--- src/rtl/regfile_wb_port_pkg.sv ---
// Shared definitions for the register-file write-side front end.
//
// Contents:
//   DATA_W_DEF / ADDR_W_DEF / DEPTH_DEF  default widths and late-FIFO depth
//   write_enable_e                       encoding of the registered write enable
//   is_pow2()                            helper used to sanity-check DEPTH

package regfile_wb_port_pkg;

   localparam int unsigned DATA_W_DEF = 32;
   localparam int unsigned ADDR_W_DEF = 5;
   localparam int unsigned DEPTH_DEF  = 2;

   typedef enum logic {
      WE_OFF = 1'b0,
      WE_ON  = 1'b1
   } write_enable_e;

   function automatic bit is_pow2(input int unsigned val);
      return (val != 0) && ((val & (val - 1)) == 0);
   endfunction

endpackage

--- src/rtl/regfile_wb_port_late_fifo.sv ---
// wb_late_fifo: synchronous FIFO holding late results ({waddr, wdata})
// until the register file write port is free.
//
// Ports:
//   clk, rst        clock, synchronous active-high reset (empties the FIFO)
//   push_i          enqueue push_data_i (ignored while full)
//   push_data_i     payload to enqueue
//   pop_i           dequeue the head (ignored while empty)
//   head_o          current head payload (valid while !empty_o)
//   full_o          DEPTH entries held
//   empty_o         no entries held
//
// DEPTH must be a power of two so the pointers wrap naturally.

module wb_late_fifo
   import regfile_wb_port_pkg::*;
#(
   parameter int unsigned DEPTH = DEPTH_DEF,
   parameter int unsigned WIDTH = ADDR_W_DEF + DATA_W_DEF
) (
   input  logic             clk,
   input  logic             rst,
   input  logic             push_i,
   input  logic [WIDTH-1:0] push_data_i,
   input  logic             pop_i,
   output logic [WIDTH-1:0] head_o,
   output logic             full_o,
   output logic             empty_o
);

   localparam int unsigned PTR_W = (DEPTH > 1) ? $clog2(DEPTH) : 1;
   localparam int unsigned CNT_W = PTR_W + 1;

   logic [WIDTH-1:0] mem_q [DEPTH];
   logic [PTR_W-1:0] wr_ptr_q, wr_ptr_d;
   logic [PTR_W-1:0] rd_ptr_q, rd_ptr_d;
   logic [CNT_W-1:0] count_q, count_d;
   logic             do_push;
   logic             do_pop;

   assign full_o  = (count_q == CNT_W'(DEPTH));
   assign empty_o = (count_q == '0);
   assign head_o  = mem_q[rd_ptr_q];

   assign do_push = push_i && !full_o;
   assign do_pop  = pop_i && !empty_o;

   always_comb begin
      wr_ptr_d = wr_ptr_q;
      rd_ptr_d = rd_ptr_q;
      count_d  = count_q;
      if (do_push) begin
         wr_ptr_d = wr_ptr_q + PTR_W'(1);
      end
      if (do_pop) begin
         rd_ptr_d = rd_ptr_q + PTR_W'(1);
      end
      unique case ({do_push, do_pop})
         2'b10:   count_d = count_q + CNT_W'(1);
         2'b01:   count_d = count_q - CNT_W'(1);
         default: count_d = count_q;
      endcase
   end

   always_ff @(posedge clk) begin
      if (rst) begin
         wr_ptr_q <= '0;
         rd_ptr_q <= '0;
         count_q  <= '0;
      end else begin
         wr_ptr_q <= wr_ptr_d;
         rd_ptr_q <= rd_ptr_d;
         count_q  <= count_d;
      end
   end

   // Storage needs no reset: entries are only read once counted in.
   always_ff @(posedge clk) begin
      if (do_push) begin
         mem_q[wr_ptr_q] <= push_data_i;
      end
   end

endmodule

--- src/rtl/regfile_wb_port.sv ---
// regfile_wb_port: write-side front end of the general-purpose register file.
// Merges single-cycle pipeline writebacks with late results (loads, mul/div)
// onto the single register-file write port, and keeps a per-register pending
// scoreboard for decode stalls.
//
// Ports:
//   clk, rst                               clock, synchronous active-high reset
//   pipe_we/pipe_waddr/pipe_wdata          pipeline writeback (no backpressure)
//   late_valid/late_ready/late_waddr/
//   late_wdata                             late result handshake
//   issue_valid/issue_waddr                decode issued a late-producing op
//   rf_we/rf_waddr/rf_wdata                registered register-file write port
//   busy_mask                              bit r set: late write to r pending
//   sb_conflict                            one-cycle pulse: issue to busy reg
//
// Build option:
//   WB_BYPASS_EN  when defined, a late result accepted while the FIFO is empty
//                 and the pipe is idle goes straight to the write port,
//                 saving one cycle. Priority is unchanged.
//
// Register 0 is hardwired: never written, never busy.

module regfile_wb_port
   import regfile_wb_port_pkg::*;
#(
   parameter int unsigned DEPTH  = DEPTH_DEF,
   parameter int unsigned DATA_W = DATA_W_DEF,
   parameter int unsigned ADDR_W = ADDR_W_DEF
) (
   input  logic                 clk,
   input  logic                 rst,
   input  logic                 pipe_we,
   input  logic [ADDR_W-1:0]    pipe_waddr,
   input  logic [DATA_W-1:0]    pipe_wdata,
   input  logic                 late_valid,
   output logic                 late_ready,
   input  logic [ADDR_W-1:0]    late_waddr,
   input  logic [DATA_W-1:0]    late_wdata,
   input  logic                 issue_valid,
   input  logic [ADDR_W-1:0]    issue_waddr,
   output logic                 rf_we,
   output logic [ADDR_W-1:0]    rf_waddr,
   output logic [DATA_W-1:0]    rf_wdata,
   output logic [2**ADDR_W-1:0] busy_mask,
   output logic                 sb_conflict
);

   localparam int unsigned NREG    = 2 ** ADDR_W;
   localparam int unsigned ENTRY_W = ADDR_W + DATA_W;

   write_enable_e       rf_we_q, rf_we_d;
   logic [ADDR_W-1:0]   rf_waddr_q, rf_waddr_d;
   logic [DATA_W-1:0]   rf_wdata_q, rf_wdata_d;
   logic [NREG-1:0]     busy_q, busy_d;
   logic                conflict_q, conflict_d;

   logic                pipe_act;
   logic                late_acc;
   logic                late_live;
   logic                issue_live;
   logic                bypass;
   logic                fifo_push;
   logic                fifo_pop;
   logic                fifo_full;
   logic                fifo_empty;
   logic [ENTRY_W-1:0]  fifo_head;
   logic [ADDR_W-1:0]   head_waddr;
   logic [DATA_W-1:0]   head_wdata;
   logic                late_wr;
   logic [ADDR_W-1:0]   late_wr_addr;

   // ------------------------------------------------------------------
   // Input qualification
   // ------------------------------------------------------------------
   assign pipe_act   = pipe_we && (pipe_waddr != '0);
   assign late_ready = !fifo_full;
   assign late_acc   = late_valid && !fifo_full;
   // A late result for r0 is still handshaken but simply discarded.
   assign late_live  = late_acc && (late_waddr != '0);
   assign issue_live = issue_valid && (issue_waddr != '0);

`ifdef WB_BYPASS_EN
   assign bypass = late_live && fifo_empty && !pipe_act;
`else
   assign bypass = 1'b0;
`endif

   assign fifo_push = late_live && !bypass;
   // Pipe writes have absolute priority; the head only drains in idle slots.
   assign fifo_pop  = !pipe_act && !fifo_empty;

   assign {head_waddr, head_wdata} = fifo_head;

   wb_late_fifo #(
      .DEPTH (DEPTH),
      .WIDTH (ENTRY_W)
   ) u_late_fifo (
      .clk         (clk),
      .rst         (rst),
      .push_i      (fifo_push),
      .push_data_i ({late_waddr, late_wdata}),
      .pop_i       (fifo_pop),
      .head_o      (fifo_head),
      .full_o      (fifo_full),
      .empty_o     (fifo_empty)
   );

   // ------------------------------------------------------------------
   // Write-port arbitration
   // ------------------------------------------------------------------
   always_comb begin
      rf_we_d      = WE_OFF;
      rf_waddr_d   = rf_waddr_q;
      rf_wdata_d   = rf_wdata_q;
      late_wr      = 1'b0;
      late_wr_addr = '0;
      if (pipe_act) begin
         rf_we_d    = WE_ON;
         rf_waddr_d = pipe_waddr;
         rf_wdata_d = pipe_wdata;
      end else if (fifo_pop) begin
         rf_we_d      = WE_ON;
         rf_waddr_d   = head_waddr;
         rf_wdata_d   = head_wdata;
         late_wr      = 1'b1;
         late_wr_addr = head_waddr;
      end else if (bypass) begin
         rf_we_d      = WE_ON;
         rf_waddr_d   = late_waddr;
         rf_wdata_d   = late_wdata;
         late_wr      = 1'b1;
         late_wr_addr = late_waddr;
      end
   end

   // ------------------------------------------------------------------
   // Pending scoreboard
   // ------------------------------------------------------------------
   // Clear happens on the edge that loads rf_*, so the bit is already low in
   // the cycle the write lands; the register file forwards that same cycle.
   // A new issue in the same cycle re-arms the bit (set after clear).
   always_comb begin
      busy_d     = busy_q;
      conflict_d = 1'b0;
      if (late_wr) begin
         busy_d[late_wr_addr] = 1'b0;
      end
      if (issue_live) begin
         conflict_d          = busy_q[issue_waddr];
         busy_d[issue_waddr] = 1'b1;
      end
      busy_d[0] = 1'b0;
   end

   // ------------------------------------------------------------------
   // State registers
   // ------------------------------------------------------------------
   always_ff @(posedge clk) begin
      if (rst) begin
         rf_we_q    <= WE_OFF;
         rf_waddr_q <= '0;
         rf_wdata_q <= '0;
         busy_q     <= '0;
         conflict_q <= 1'b0;
      end else begin
         rf_we_q    <= rf_we_d;
         rf_waddr_q <= rf_waddr_d;
         rf_wdata_q <= rf_wdata_d;
         busy_q     <= busy_d;
         conflict_q <= conflict_d;
      end
   end

   assign rf_we       = (rf_we_q == WE_ON);
   assign rf_waddr    = rf_waddr_q;
   assign rf_wdata    = rf_wdata_q;
   assign busy_mask   = busy_q;
   assign sb_conflict = conflict_q;

endmodule
--- config.mk ---
export PLATFORM = sky130hd
export DESIGN_NAME = regfile_wb_port
export DESIGN_NICKNAME = d
export VERILOG_FILES = /design/src/rtl/regfile_wb_port_pkg.sv /design/src/rtl/regfile_wb_port_late_fifo.sv /design/src/rtl/regfile_wb_port.sv
export SDC_FILE = /design/constraint.sdc
export NUM_CORES = 1
export LEC_CHECK = 0
export BUFFER_PORTS_ARGS = -buffer_cell sky130_fd_sc_hd__buf_2
export CORE_ASPECT_RATIO = 1.5
export CORE_MARGIN = 2
export CORE_UTILIZATION = 35
export DETAILED_ROUTE_END_ITERATION = 10
export PLACE_DENSITY_LB_ADDON = 0.25
export SLEW_MARGIN = 20
export SYNTH_ARGS = -nofsm -noshare
export SYNTH_HDL_FRONTEND = slang
export SYNTH_SLANG_ARGS = --single-unit
--- constraint.sdc ---
create_clock -name clk -period 3.9 [get_ports clk]
set_clock_uncertainty 0.05 [all_clocks]
set_input_delay 0.195 -clock clk [delete_from_list [all_inputs] [get_ports clk]]
set_output_delay 0.195 -clock clk [all_outputs]
set_load 0.05 [all_outputs]
==> reports/results.ini, run 1 <==
[status]
status=complete, no violations

[clocking]
cts_max_path_buffers=2
h-tree-depth=4
cts_tree=yes
cts_buffers=17
postCtsSetupBuffers=0
worstSkewPairLatency_ps=420
cts.sinks=149
clkSlewWorstSetupHoldPaths_ps=60
post_cts_resized=0
cts_hold_buf=71
ctsRootBufferMaster=clkbuf_16

[timing]
post-route-period-util_pct=69.3
setup_viol=0
period_needed_ps=2700
worst_pin_slew_ps=896
maxSlewHeadroom_pct=40.3
clock.fmax_ghz=0.370
rsz0062_at_grt=false
layout_setup_ws_ps=1200
fin_hold_ws_ps=26.7
setup_tns_ps=0
hold_viol=0
drv_slew=0

[critical_path]
path_class=input pin to register
crit_required_ps=4140
path_cells=dlygate4sd3_1 > buf_2 > or4_4 > o21a_1 > or4b_1 > o21ai_0 > o21ai_0
arrival_ps=2940
cp_slowest_cell=or4b_1
crit_top_cell=o21ai_0
crit_fanout=20
end_kind=register
start_kind=input pin
path_buf_inv=2
critPathMaxStageDelay_ps=770
path_delay_family=simple AND/OR/NAND/NOR gates

[global_route]
antenna_found_initial=1
grt-ovfl-total=0
grt_first_pass_wirelength_microns=26300
grt_usage_pct=17.6
grt_max_degree=50
grt_pass1_vias=5138

[detailed_routing]
wl_microns=16500
drcViolationCount=0
num_vias=5133
first_pass_iters=5
drt_iter0_drc=283
drtAntennaViolNets=0
via_per_inst=5.17
wl_per_cell_microns=16.6

[power_and_ir_drop]
p_total_w=0.00530
peakVddDrop_v=0.000338
power_density_mw_per_mm2=626
p_leak_nw=3.29

[logic_synthesis]
avgSynthCellArea_sq_um=11.2
ys_seq_area_share_pct=60.5
synth_area_leader_cell=edfxtp_1
ys.flop_type=dfxtp_1
synth_area_sq_mm=0.00616
syn_nets=637
synth_edf_count=74
ys_ff_latch=149
yosysWarnings=0
async_flop_share_pct=0
yosys.cell_count.top_type=nand2_1
yosys.area.top_type_share_pct=36.1
synth_area_leaders=edfxtp_1 (36%), dfxtp_1 (24%), mux2i_1 (6.2%), nand2_1 (4.7%), o211ai_1 (4.6%)
synth_common_cells=nand2_1 (77), dfxtp_1 (75), edfxtp_1 (74)
yosysUniqueCellTypes=40
syn_inst=552

[placed_design]
portBuffers=154
dp_hpwl_microns=11300
dp_slack_ps=1320
globalplace.congestion=0.829
place_area_sq_mm=0.00711

[cells_and_area]
syn_to_final_growth_pct=37.4
nFillCells=1586
layout-drive-gt1-share_pct=27.4
final_area_sq_mm=0.00846
nNetsFinal=850

[floorplanning]
ios=156
core_area_sq_mm=0.0173
die_h_microns=166
dieWidth_microns=112
initial_core_util_pct=35.6
placementRows=59
dieArea_sq_mm=0.0187

[job]
drv_cap=0

[min_path]
hold_path.class=input pin to register

==> state kept, by name (all words and copies together) (netlist names), named ones only <==
signal                cells
rf_waddr                  5
u_late_fifo.rd_ptr_q      1
u_late_fifo.wr_ptr_q      1
rf_we                     1
sb_conflict               1
u_late_fifo.count_q       2
u_late_fifo.mem_q        74
rf_wdata                 32
busy_mask                31
==> routing by layer <==
layer	vias to the layer above	track usage, %	routed length (microns)
met5	-	0	0
li1	2446	-	-
met2	185	31.5	8690
met4	0	6.04	316
met1	2480	20.5	6510
met3	22	4.26	949
==> cell usage in the layout (no fill, tap or decap), types with 4 or more instances in the layout <==
master,n
buf_2,154
o21ai_1,28
nor2_1,15
mux2i_1,38
nand2_1,77
clkbuf_16,17
edfxtp_1,74
mux2_2,5
a21oi_1,41
bufinv_16,4
nor2b_1,33
mux4_2,7
nand3_1,9
o211ai_1,38
buf_4,7
dlygate4sd3_1,72
dfxtp_1,74
o21ai_0,36
==> per-stage QoR <==
| stage | util (%) | cells |
|---|---|---|
| after floorplan | - | 552 |
| after global placement | 41.2 | 887 |
| after detailed placement | 41.2 | 887 |
| after CTS | 48.9 | 990 |
| after global routing | 49.0 | 992 |
| final | 49.0 | 992 |
==> layout make-up <==
cell class	instances	area [sq um]	share of cell area, %
Sequential cell	149	3720	44.0
Multi-Input combinational cell	362	2290	27.0
Timing Repair Buffer	233	1540	18.2
Clock buffer	18	429	5.07
Tap cell	213	267	3.15
Clock inverter	14	200	2.37
Inverter	2	7.51	0.0887
Antenna cell	1	2.50	0.0296
==> path summary, 6_finish.rpt <==
kind	cells past startpoint	from	to	slack [ps]
max reg2reg	5	u_late_fifo.count_q[0]$_SDFFE_PP0P_	busy_mask[16]$_SDFF_PP0_	1540
max	7	pipe_waddr[1]	busy_mask[3]$_SDFF_PP0_	1200
min	3	pipe_waddr[0]	rf_waddr[0]$_SDFFE_PP0P_	30
min reg2reg	2	u_late_fifo.rd_ptr_q$_SDFFE_PP0P_	register	470
==> cell families (layout without fill, tap and decap cells) <==
group	Yosys count	in the layout	synth area share, %
compound gates	148	148	13.8
xor+xnor	4	4	0.569
fa+ha+maj	1	1	0.203
buf+inv	41	267	2.80
flops	149	149	60.5
mux	50	50	9.65
other cells	1	2	0.0609
simple gates	158	158	12.5
==> worst reg2reg max path: stages (launching register included) <==
cell	delay, ps
dfxtp_1	410
or2_2	740
nand2_1	280
or4_4	510
o21ai_1	150
o21ai_1	90
==> power breakdown <==
| group | total, W | switching, W | internal, W |
|---|---|---|---|
| Sequential | 0.00205 | 0.000140 | 0.00191 |
| Combinational | 0.00151 | 0.00103 | 0.000486 |
| Clock | 0.00174 | 0.000658 | 0.00108 |
| Total | 0.00530 | 0.00182 | 0.00347 |
Power figures use the tool's default switching activity.
==> run 2: changes to the inputs <==
--- a/config.mk
+++ b/config.mk
@@ -5,6 +5,7 @@
 export SDC_FILE = /design/constraint.sdc
 export NUM_CORES = 1
 export LEC_CHECK = 0
+export ABC_AREA = 1
 export BUFFER_PORTS_ARGS = -buffer_cell sky130_fd_sc_hd__buf_2
 export CORE_ASPECT_RATIO = 1.5
 export CORE_MARGIN = 2
==> constraint.sdc (replaced) <==
create_clock -name clk -period 2.2 [get_ports clk]
set_clock_uncertainty 0.05 [all_clocks]
set_input_delay 0.11 -clock clk [delete_from_list [all_inputs] [get_ports clk]]
set_output_delay 0.11 -clock clk [all_outputs]
set_load 0.05 [all_outputs]
==> run 2 against run 1 <==
Via count up 6.0%. Synthesized cell count is 23% higher. Critical path depth grew 1. Sequential cell count is the same. Non-clock buffer count rose by 11. Cell area is 3.9% higher. Largest cell class unchanged.
==> reports/results.ini, run 2 <==
[global_route]
grt-ovfl-total=0  ; unchanged
grt-busiest-layer=met2  ; unchanged
use_met2_pct=32.4  ; was 31.5%
antenna_found_initial=0  ; was 1
grt_util_met3_pct=4.88  ; was 4.26%
grt_use_met1_pct=19.4  ; was 20.5%
grt_pass1_vias=5406  ; was 5138
grt_max_degree=46  ; was 50
grt_first_pass_wirelength_microns=26700  ; was 26300 microns
grt_usage_pct=17.7  ; was 17.6%

[clocking]
cts_hold_buf=75  ; was 71
postCtsSetupBuffers=0  ; unchanged
worstSkewPairLatency_ps=410  ; was 420 ps
cts_max_path_buffers=2  ; unchanged
cts.sinks=149  ; unchanged
cts_buffers=17  ; unchanged
post_cts_resized=0  ; unchanged
h-tree-depth=4  ; unchanged
ctsRootBufferMaster=clkbuf_16  ; unchanged
cts_tree=yes  ; unchanged
clkSlewWorstSetupHoldPaths_ps=60  ; about the same

[placed_design]
dp_slack_ps=368  ; was 1320 ps
portBuffers=154  ; unchanged
dp_hpwl_microns=11400  ; was 11300 microns
globalplace.congestion=0.819  ; was 0.829

[logic_synthesis]
synth_common_cells=nand2_1 (245), dfxtp_1 (75), edfxtp_1 (74)  ; was nand2_1 (77), dfxtp_1 (75), edfxtp_1 (74)
synth_top_family_by_area=simple AND/OR/NAND/NOR gates  ; was compound AO/OA/AOI/OAI gates
synth_area_leader_cell=edfxtp_1  ; unchanged
ys_ff_latch=149  ; unchanged
avgSynthCellArea_sq_um=9.47  ; was 11.2 sq um
yosysWarnings=0  ; unchanged
yosys-mux-area-fraction_pct=4.20  ; was 9.65%
yosys.cell_count.top_type=nand2_1  ; unchanged
synth_adder_area_share_pct=0.195  ; was 0.203%
ys_seq_area_share_pct=57.9  ; was 60.5%
synth-simple-area-share_pct=20.3  ; was 12.5%
syn_inst=679  ; was 552
ys.flop_type=dfxtp_1  ; unchanged
yosysUniqueCellTypes=34  ; was 40
async_flop_share_pct=0  ; unchanged
syn_nets=764  ; was 637
yosys.area.top_type_share_pct=34.6  ; was 36.1%
synth_compound_area_share_pct=10.9  ; was 13.8%
synth_area_sq_mm=0.00643  ; was 0.00616 sq mm
synth-xor-area-share_pct=0  ; was 0.569%
synth_area_leaders=edfxtp_1 (35%), dfxtp_1 (23%), nand2_1 (14%), mux2i_1 (4.2%), o211ai_2 (3.7%)  ; was edfxtp_1 (36%), dfxtp_1 (24%), mux2i_1 (6.2%), nand2_1 (4.7%), o211ai_1 (4.6%)
synth_edf_count=74  ; unchanged

[cells_and_area]
top_register=u_late_fifo.mem_q  ; unchanged
final_common_cell=nand2_1  ; was buf_2
nFillCells=1687  ; was 1586
nNetsFinal=999  ; was 850
layout_common_cells=nand2_1 (245), buf_2 (154), dlygate4sd3_1 (75)  ; was buf_2 (154), nand2_1 (77), dfxtp_1 (74), edfxtp_1 (74), dlygate4sd3_1 (72)
layout-drive-gt1-share_pct=26.5  ; was 27.4%
syn_to_final_growth_pct=36.7  ; was 37.4%
largest_register_ffs=74  ; unchanged

[timing]
rsz0062_at_grt=false  ; unchanged
fin_hold_ws_ps=45.8  ; was 26.7 ps
drv_slew=0  ; unchanged
hold_viol=0  ; unchanged
post-route-period-util_pct=84.4
worst_pin_slew_ps=535  ; was 896 ps
maxSlewHeadroom_pct=64.3  ; was 40.3%
layout_setup_ws_ps=343  ; was 1200 ps
period_needed_ps=1860
clock.fmax_ghz=0.539
setup_tns_ps=0  ; unchanged
setup_viol=0  ; unchanged

[power_and_ir_drop]
swShare_pct=31.8  ; was 34.4%
p_comb_share_pct=24.4  ; was 28.5%
pwr-share-clk_pct=35.4  ; was 32.8%
p_total_w=0.00834  ; was 0.00530 W
power_density_mw_per_mm2=949  ; was 626 mW/mm^2
p_leak_nw=3.81  ; was 3.29 nW
netSwitchingPower_w=0.00266  ; was 0.00182 W
peakVddDrop_v=0.000619  ; was 0.000338 V
p_seq_share_pct=40.2  ; was 38.7%
p_int_w=0.00569  ; was 0.00347 W

[critical_path]
cp_slowest_cell=dfxtp_1  ; was or4b_1
rr_startpoint=u_late_fifo.count_q[0]$_SDFFE_PP0P_  ; unchanged
reg2reg_setup_slack_ps=340  ; was 1540 ps
rr_endpoint=u_late_fifo.count_q[1]$_SDFFE_PP0P_  ; was busy_mask[16]$_SDFF_PP0_
end_kind=register  ; unchanged
rr_worst_depth=8  ; was 5
crit_required_ps=2450  ; was 4140 ps
path_cells=inv_1 > a21boi_0 > nand2_1 > ha_1 > a21oi_1 > o21ai_0 > o21ai_0 > a21oi_1  ; was dlygate4sd3_1 > buf_2 > or4_4 > o21a_1 > or4b_1 > o21ai_0 > o21ai_0
arrival_ps=2110  ; was 2940 ps
start_kind=register  ; was input pin
path_class=register to register  ; was input pin to register
critPathMaxStageDelay_ps=360  ; was 770 ps
crit_fanout=4  ; was 20

[floorplanning]
dieArea_sq_mm=0.0195  ; was 0.0187 sq mm
dieWidth_microns=115  ; was 112 microns
initial_core_util_pct=35.8  ; was 35.6%
core_area_sq_mm=0.0179  ; was 0.0173 sq mm
ios=156  ; unchanged
die_h_microns=170  ; was 166 microns
placementRows=60  ; was 59

[detailed_routing]
first_pass_iters=5  ; unchanged
drtAntennaViolNets=0  ; unchanged
via_per_inst=4.75  ; was 5.17
num_vias=5439  ; was 5133
wl_microns=17000  ; was 16500 microns
drt_iter0_drc=390  ; was 283
drcViolationCount=0  ; unchanged
wl_per_cell_microns=14.8  ; was 16.6 microns

[min_path]
worstHoldEndpoint=busy_mask[26]$_SDFF_PP0_  ; was rf_waddr[0]$_SDFFE_PP0P_
holdCritStartpoint=issue_waddr[1]  ; was pipe_waddr[0]
whs_path_depth=5  ; was 3
hold_path.class=input pin to register  ; unchanged

[status]
status=complete, no violations  ; unchanged

[job]
drv_cap=0  ; unchanged

run 2: changes by cell type in the layout (fill, tap and decap cells not counted), moves of 8 or more:
cell and delta:
o211ai_2 +19, o21ai_1 -27, nor2_2 +10, nor2_1 +8, inv_1 +51, o21ai_0 -23, nand2_1 +168, o211ai_1 -32
mux2i_1 -11, nor2b_1 -33
run 2: critical path: cells and delay by family (launching register included):
| family | cells | cell delay, ps |
|---|---|---|
| buf+inv | 1 | 90 |
| compound gates | 5 | 690 |
| flops | 1 | 360 |
| fa+ha+maj | 1 | 350 |
| simple gates | 1 | 210 |
run 2: logic make-up (layout without fill, tap and decap cells):
group	Yosys count	after routing
other	1	2
multiplexers	27	27
AO/OA/AOI/OAI	100	100
flip-flops	149	149
AND/OR/NAND/NOR	316	316
buffers and inverters	85	333
adder cells (fa/ha/maj)	1	1
run 2: worst max-delay path by stage:
stage,startpoint,end,slack [ps],cells after the start
final,u_late_fifo.count_q[0]$_SDFFE_PP0P_,u_late_fifo.count_q[1]$_SDFFE_PP0P_,340,8
after global routing,u_late_fifo.count_q[0]$_SDFFE_PP0P_,u_late_fifo.count_q[1]$_SDFFE_PP0P_,160,8
after CTS,u_late_fifo.count_q[0]$_SDFFE_PP0P_,u_late_fifo.count_q[1]$_SDFFE_PP0P_,360,8
after detailed placement,u_late_fifo.count_q[0]$_SDFFE_PP0P_,u_late_fifo.count_q[1]$_SDFFE_PP0P_,370,8
after global placement,u_late_fifo.count_q[0]$_SDFFE_PP0P_,u_late_fifo.count_q[1]$_SDFFE_PP0P_,430,8
after floorplan,u_late_fifo.count_q[0]$_SDFFE_PP0P_,u_late_fifo.mem_q[1][0]$_DFFE_PP_,-0.2,4
run 2: area by class of cell:
class	instances	area (sq um)	share of cell area, %
multi-input combinational	445	2300	26.2
tap	217	272	3.09
clock buffer	19	433	4.92
antenna	1	2.50	0.0285
inverter	57	214	2.43
clock inverter	13	170	1.94
timing repair buffer	244	1670	19.0
sequential	149	3720	42.4
run 2: routing by layer:
layer  part of all wire, %  wire, microns
met4                   2.0            335
met3                   5.5            928
met2                    52           8800
met1                    41           6910
met5                     0              0
run 2: metrics by stage:
step | cells | util, % | cell area, sq um
finish | 1145 | 49.0 | 8790
global placement | 1037 | 41.4 | 7440
global route | 1144 | 49.0 | 8790
detailed placement | 1037 | 41.4 | 7440
floorplan | 679 | - | 6430
CTS | 1144 | 49.0 | 8790
run 2: power groups by stage:
stage | Combinational (W) | Sequential (W) | Clock (W)
2_1_floorplan | 0.00107 | 0.00379 | 0
3_3_place_gp | 0.00195 | 0.00340 | 0
3_5_place_dp | 0.00196 | 0.00341 | 0
4_1_cts | 0.00207 | 0.00335 | 0.00301
5_1_grt | 0.00222 | 0.00338 | 0.00312
6_report | 0.00204 | 0.00335 | 0.00295
==> run 3: changes to the inputs <==
--- a/config.mk
+++ b/config.mk
@@ -5,7 +5,7 @@
 export SDC_FILE = /design/constraint.sdc
 export NUM_CORES = 1
 export LEC_CHECK = 0
-export ABC_AREA = 1
+export ABC_AREA = 0
 export BUFFER_PORTS_ARGS = -buffer_cell sky130_fd_sc_hd__buf_2
 export CORE_ASPECT_RATIO = 1.5
 export CORE_MARGIN = 2
==> constraint.sdc (replaced) <==
create_clock -name clk -period 1.6 [get_ports clk]
set_clock_uncertainty 0.05 [all_clocks]
set_input_delay 0.08 -clock clk [delete_from_list [all_inputs] [get_ports clk]]
set_output_delay 0.08 -clock clk [all_outputs]
set_load 0.05 [all_outputs]
==> run 3 against run 2 <==
The run now ends with negative setup slack left. Register-to-register slack got worse by 500 ps. Die area decreased by 4.1%. Combinational power increased to 2.6 times the previous value. Sequential power increased by 47%. Critical path depth decreased by 2. Setup slack got worse by 500 ps. Count of clock-buffer cells in the layout unchanged. Sequential share of layout area decreased by 1.8 points. Cell area increased by 5.1%. Via count decreased by 2.2%. Wire length increased by 4.8%. Global-route usage increased by 1.6 points. Critical path type unchanged. Critical endpoint is now busy_mask[27]$_SDFF_PP0_.
==> reports/results.ini, run 3 (synthesized netlist as in run 1, its figures left out) <==
[critical_path]
path_delay_family=simple AND/OR/NAND/NOR gates  ; was compound AO/OA/AOI/OAI gates
crit_top_cell=o21ai_1
end_kind=register  ; unchanged
path_cells=buf_12 > mux2i_4 > buf_6 > or4_4 > o21ai_1 > o21ai_1  ; was inv_1 > a21boi_0 > nand2_1 > ha_1 > a21oi_1 > o21ai_0 > o21ai_0 > a21oi_1
path_buf_inv=2  ; was 1
path_depth=6  ; was 8
rr_endpoint=busy_mask[27]$_SDFF_PP0_  ; was u_late_fifo.count_q[1]$_SDFFE_PP0P_
start_kind=register  ; unchanged
critPathMaxStageDelay_ps=570  ; was 360 ps
cp_slowest_cell=or4_4  ; was dfxtp_1
arrival_ps=1980  ; was 2110 ps
crit_fanout=7  ; was 4
cp-endpoint=busy_mask[27]$_SDFF_PP0_  ; was u_late_fifo.count_q[1]$_SDFFE_PP0P_
path_class=register to register  ; unchanged
crit_required_ps=1830  ; was 2450 ps
rr_worst_depth=6  ; was 8
reg2reg_setup_slack_ps=-150  ; was 340 ps

[cells_and_area]
syn_to_final_growth_pct=50.0  ; was 36.7%
layout-drive-gt1-share_pct=36.6  ; was 26.5%
nFillCells=1514  ; was 1687
instances_no_fill=1046  ; was 1145
antennaDiodeCount=0  ; was 1
nNetsFinal=905  ; was 999
largest_register_ffs=74  ; unchanged
post-route-util_pct=53.5  ; was 49.0%
final_common_cell=buf_2  ; was nand2_1
final_area_sq_mm=0.00924  ; was 0.00879 sq mm
top_register=u_late_fifo.mem_q  ; unchanged
layout_common_cells=buf_2 (154), nand2_1 (76), dlygate4sd3_1 (74), edfxtp_1 (74), dfxtp_1 (64)  ; was nand2_1 (245), buf_2 (154), dlygate4sd3_1 (75)

[detailed_routing]
drtAntennaViolNets=0  ; unchanged
num_vias=5322  ; was 5439
drt_iter0_drc=225  ; was 390
via_per_inst=5.09  ; was 4.75
drcViolationCount=0  ; unchanged
wl_per_cell_microns=17.0  ; was 14.8 microns
wl_microns=17800  ; was 17000 microns
first_pass_iters=5  ; unchanged

[global_route]
grt_usage_pct=19.3  ; was 17.7%
grt_first_pass_wirelength_microns=28800  ; was 26700 microns
grt-ovfl-total=0  ; unchanged
grt_pass1_vias=5695  ; was 5406
antenna_found_initial=0  ; unchanged
grt_max_degree=53  ; was 46

[floorplanning]
die_h_microns=166  ; was 170 microns
placementRows=59  ; was 60
ios=156  ; unchanged
dieArea_sq_mm=0.0187  ; was 0.0195 sq mm
core_area_sq_mm=0.0173  ; was 0.0179 sq mm
dieWidth_microns=112  ; was 115 microns
initial_core_util_pct=35.6  ; was 35.8%

[placed_design]
globalplace.congestion=0.815  ; was 0.819
place_inst=924  ; was 1037
dp_hpwl_microns=11400  ; about the same
portBuffers=154  ; unchanged
place_area_sq_mm=0.00746  ; was 0.00744 sq mm

[min_path]
hold_path.class=input pin to register  ; unchanged
whs_path_depth=4  ; was 5

[timing]
drv_slew=0  ; unchanged
setup_viol=37  ; was 0
period_needed_ps=1750  ; was 1860 ps
layout_setup_ws_ps=-155  ; was 343 ps
rsz0062_at_grt=true  ; was false
hold_viol=0  ; unchanged
clock.fmax_ghz=0.570  ; was 0.539 GHz
post-route-period-util_pct=110  ; was 84.4%

[clocking]
worstSkewPairLatency_ps=400  ; was 410 ps
cts_tree=yes  ; unchanged
ctsRootBufferMaster=clkbuf_16  ; unchanged
cts_buffers=17  ; unchanged
cts_max_path_buffers=2  ; unchanged
clkSlewWorstSetupHoldPaths_ps=60  ; about the same
h-tree-depth=4  ; unchanged
cts.sinks=149  ; unchanged

[power_and_ir_drop]
power_density_mw_per_mm2=1510  ; was 949 mW/mm^2
p_leak_nw=3.63  ; was 3.81 nW
peakVddDrop_v=0.000773  ; was 0.000619 V

[status]
status=finished, violations left  ; was complete, no violations
violations=negative setup slack

[job]
drv_cap=0  ; unchanged

run 3: changes by cell type in the layout (fill, tap and decap cells not counted), sizes merged, moves of 6 or more:
cell | before | now
a31oi | 6 | 0
a22oi | 6 | 0
nor2 | 37 | 19
nand2 | 248 | 77
mux4 | 0 | 7
buf | 169 | 210
inv | 61 | 6
nor2b | 0 | 33
mux2i | 27 | 38
nor3 | 9 | 3
o211ai | 25 | 38
o21ai | 14 | 65
run 3: area by class of cell:
cell class / count / area (sq um) / area share, %
Clock buffer: 19 / 443 / 4.80
Timing Repair Buffer: 286 / 2130 / 23.1
Sequential cell: 149 / 3740 / 40.5
Clock inverter: 13 / 121 / 1.31
Multi-Input combinational cell: 364 / 2520 / 27.3
Inverter: 2 / 7.51 / 0.0813
Tap cell: 213 / 267 / 2.89
run 3: timing repair:
action,CTS,global route
gates cloned,4,0
hold buffers,74,0
pin swaps,14,19
setup buffers,12,2
gates resized for setup,41,26
setup endpoints to repair,123,136
hold endpoints to repair,111,0
run 3: routing by layer:
| layer | wire [microns] | GRT usage [%] | up-vias |
|---|---|---|---|
| li1 | - | - | 2563 |
| met1 | 6880 | 21.0 | 2594 |
| met2 | 9900 | 36.8 | 146 |
| met3 | 765 | 4.33 | 19 |
| met4 | 243 | 5.89 | 0 |
| met5 | 0 | 0 | - |
run 3: worst min-delay path: stages:
cell	delay, ps
buf_2	90
buf_4	90
nand2_1	60
a21oi_1	120
run 3: power breakdown:
group | internal (W) | switching, W | leakage, nW
logic | 0.00222 | 0.00305 | 2.04
clock network | 0.00220 | 0.00157 | 0.275
registers | 0.00467 | 0.000268 | 1.31
run 3: worst min-delay path by stage:
stage / from / end
final: pipe_waddr[4] / rf_waddr[4]$_SDFFE_PP0P_
after global routing: issue_valid / busy_mask[1]$_SDFF_PP0_
after CTS: issue_valid / busy_mask[1]$_SDFF_PP0_
after detailed placement: late_wdata[6] / u_late_fifo.mem_q[0][6]$_DFFE_PP_
after global placement: late_wdata[5] / u_late_fifo.mem_q[0][5]$_DFFE_PP_
after floorplan: late_wdata[0] / u_late_fifo.mem_q[0][0]$_DFFE_PP_
run 3: metrics by stage:
step	total power [W]	setup WS (ps)	TNS [ps]	hold slack, ps
floorplan	0.00777	-347	-29190	129
finish	0.0140	-155	-2360	40.3
detailed placement	0.00914	-583	-53220	224
CTS	0.0139	-151	-2760	14.5
global route	0.0146	-218	-6270	45.7
global placement	0.00907	-515	-47120	220
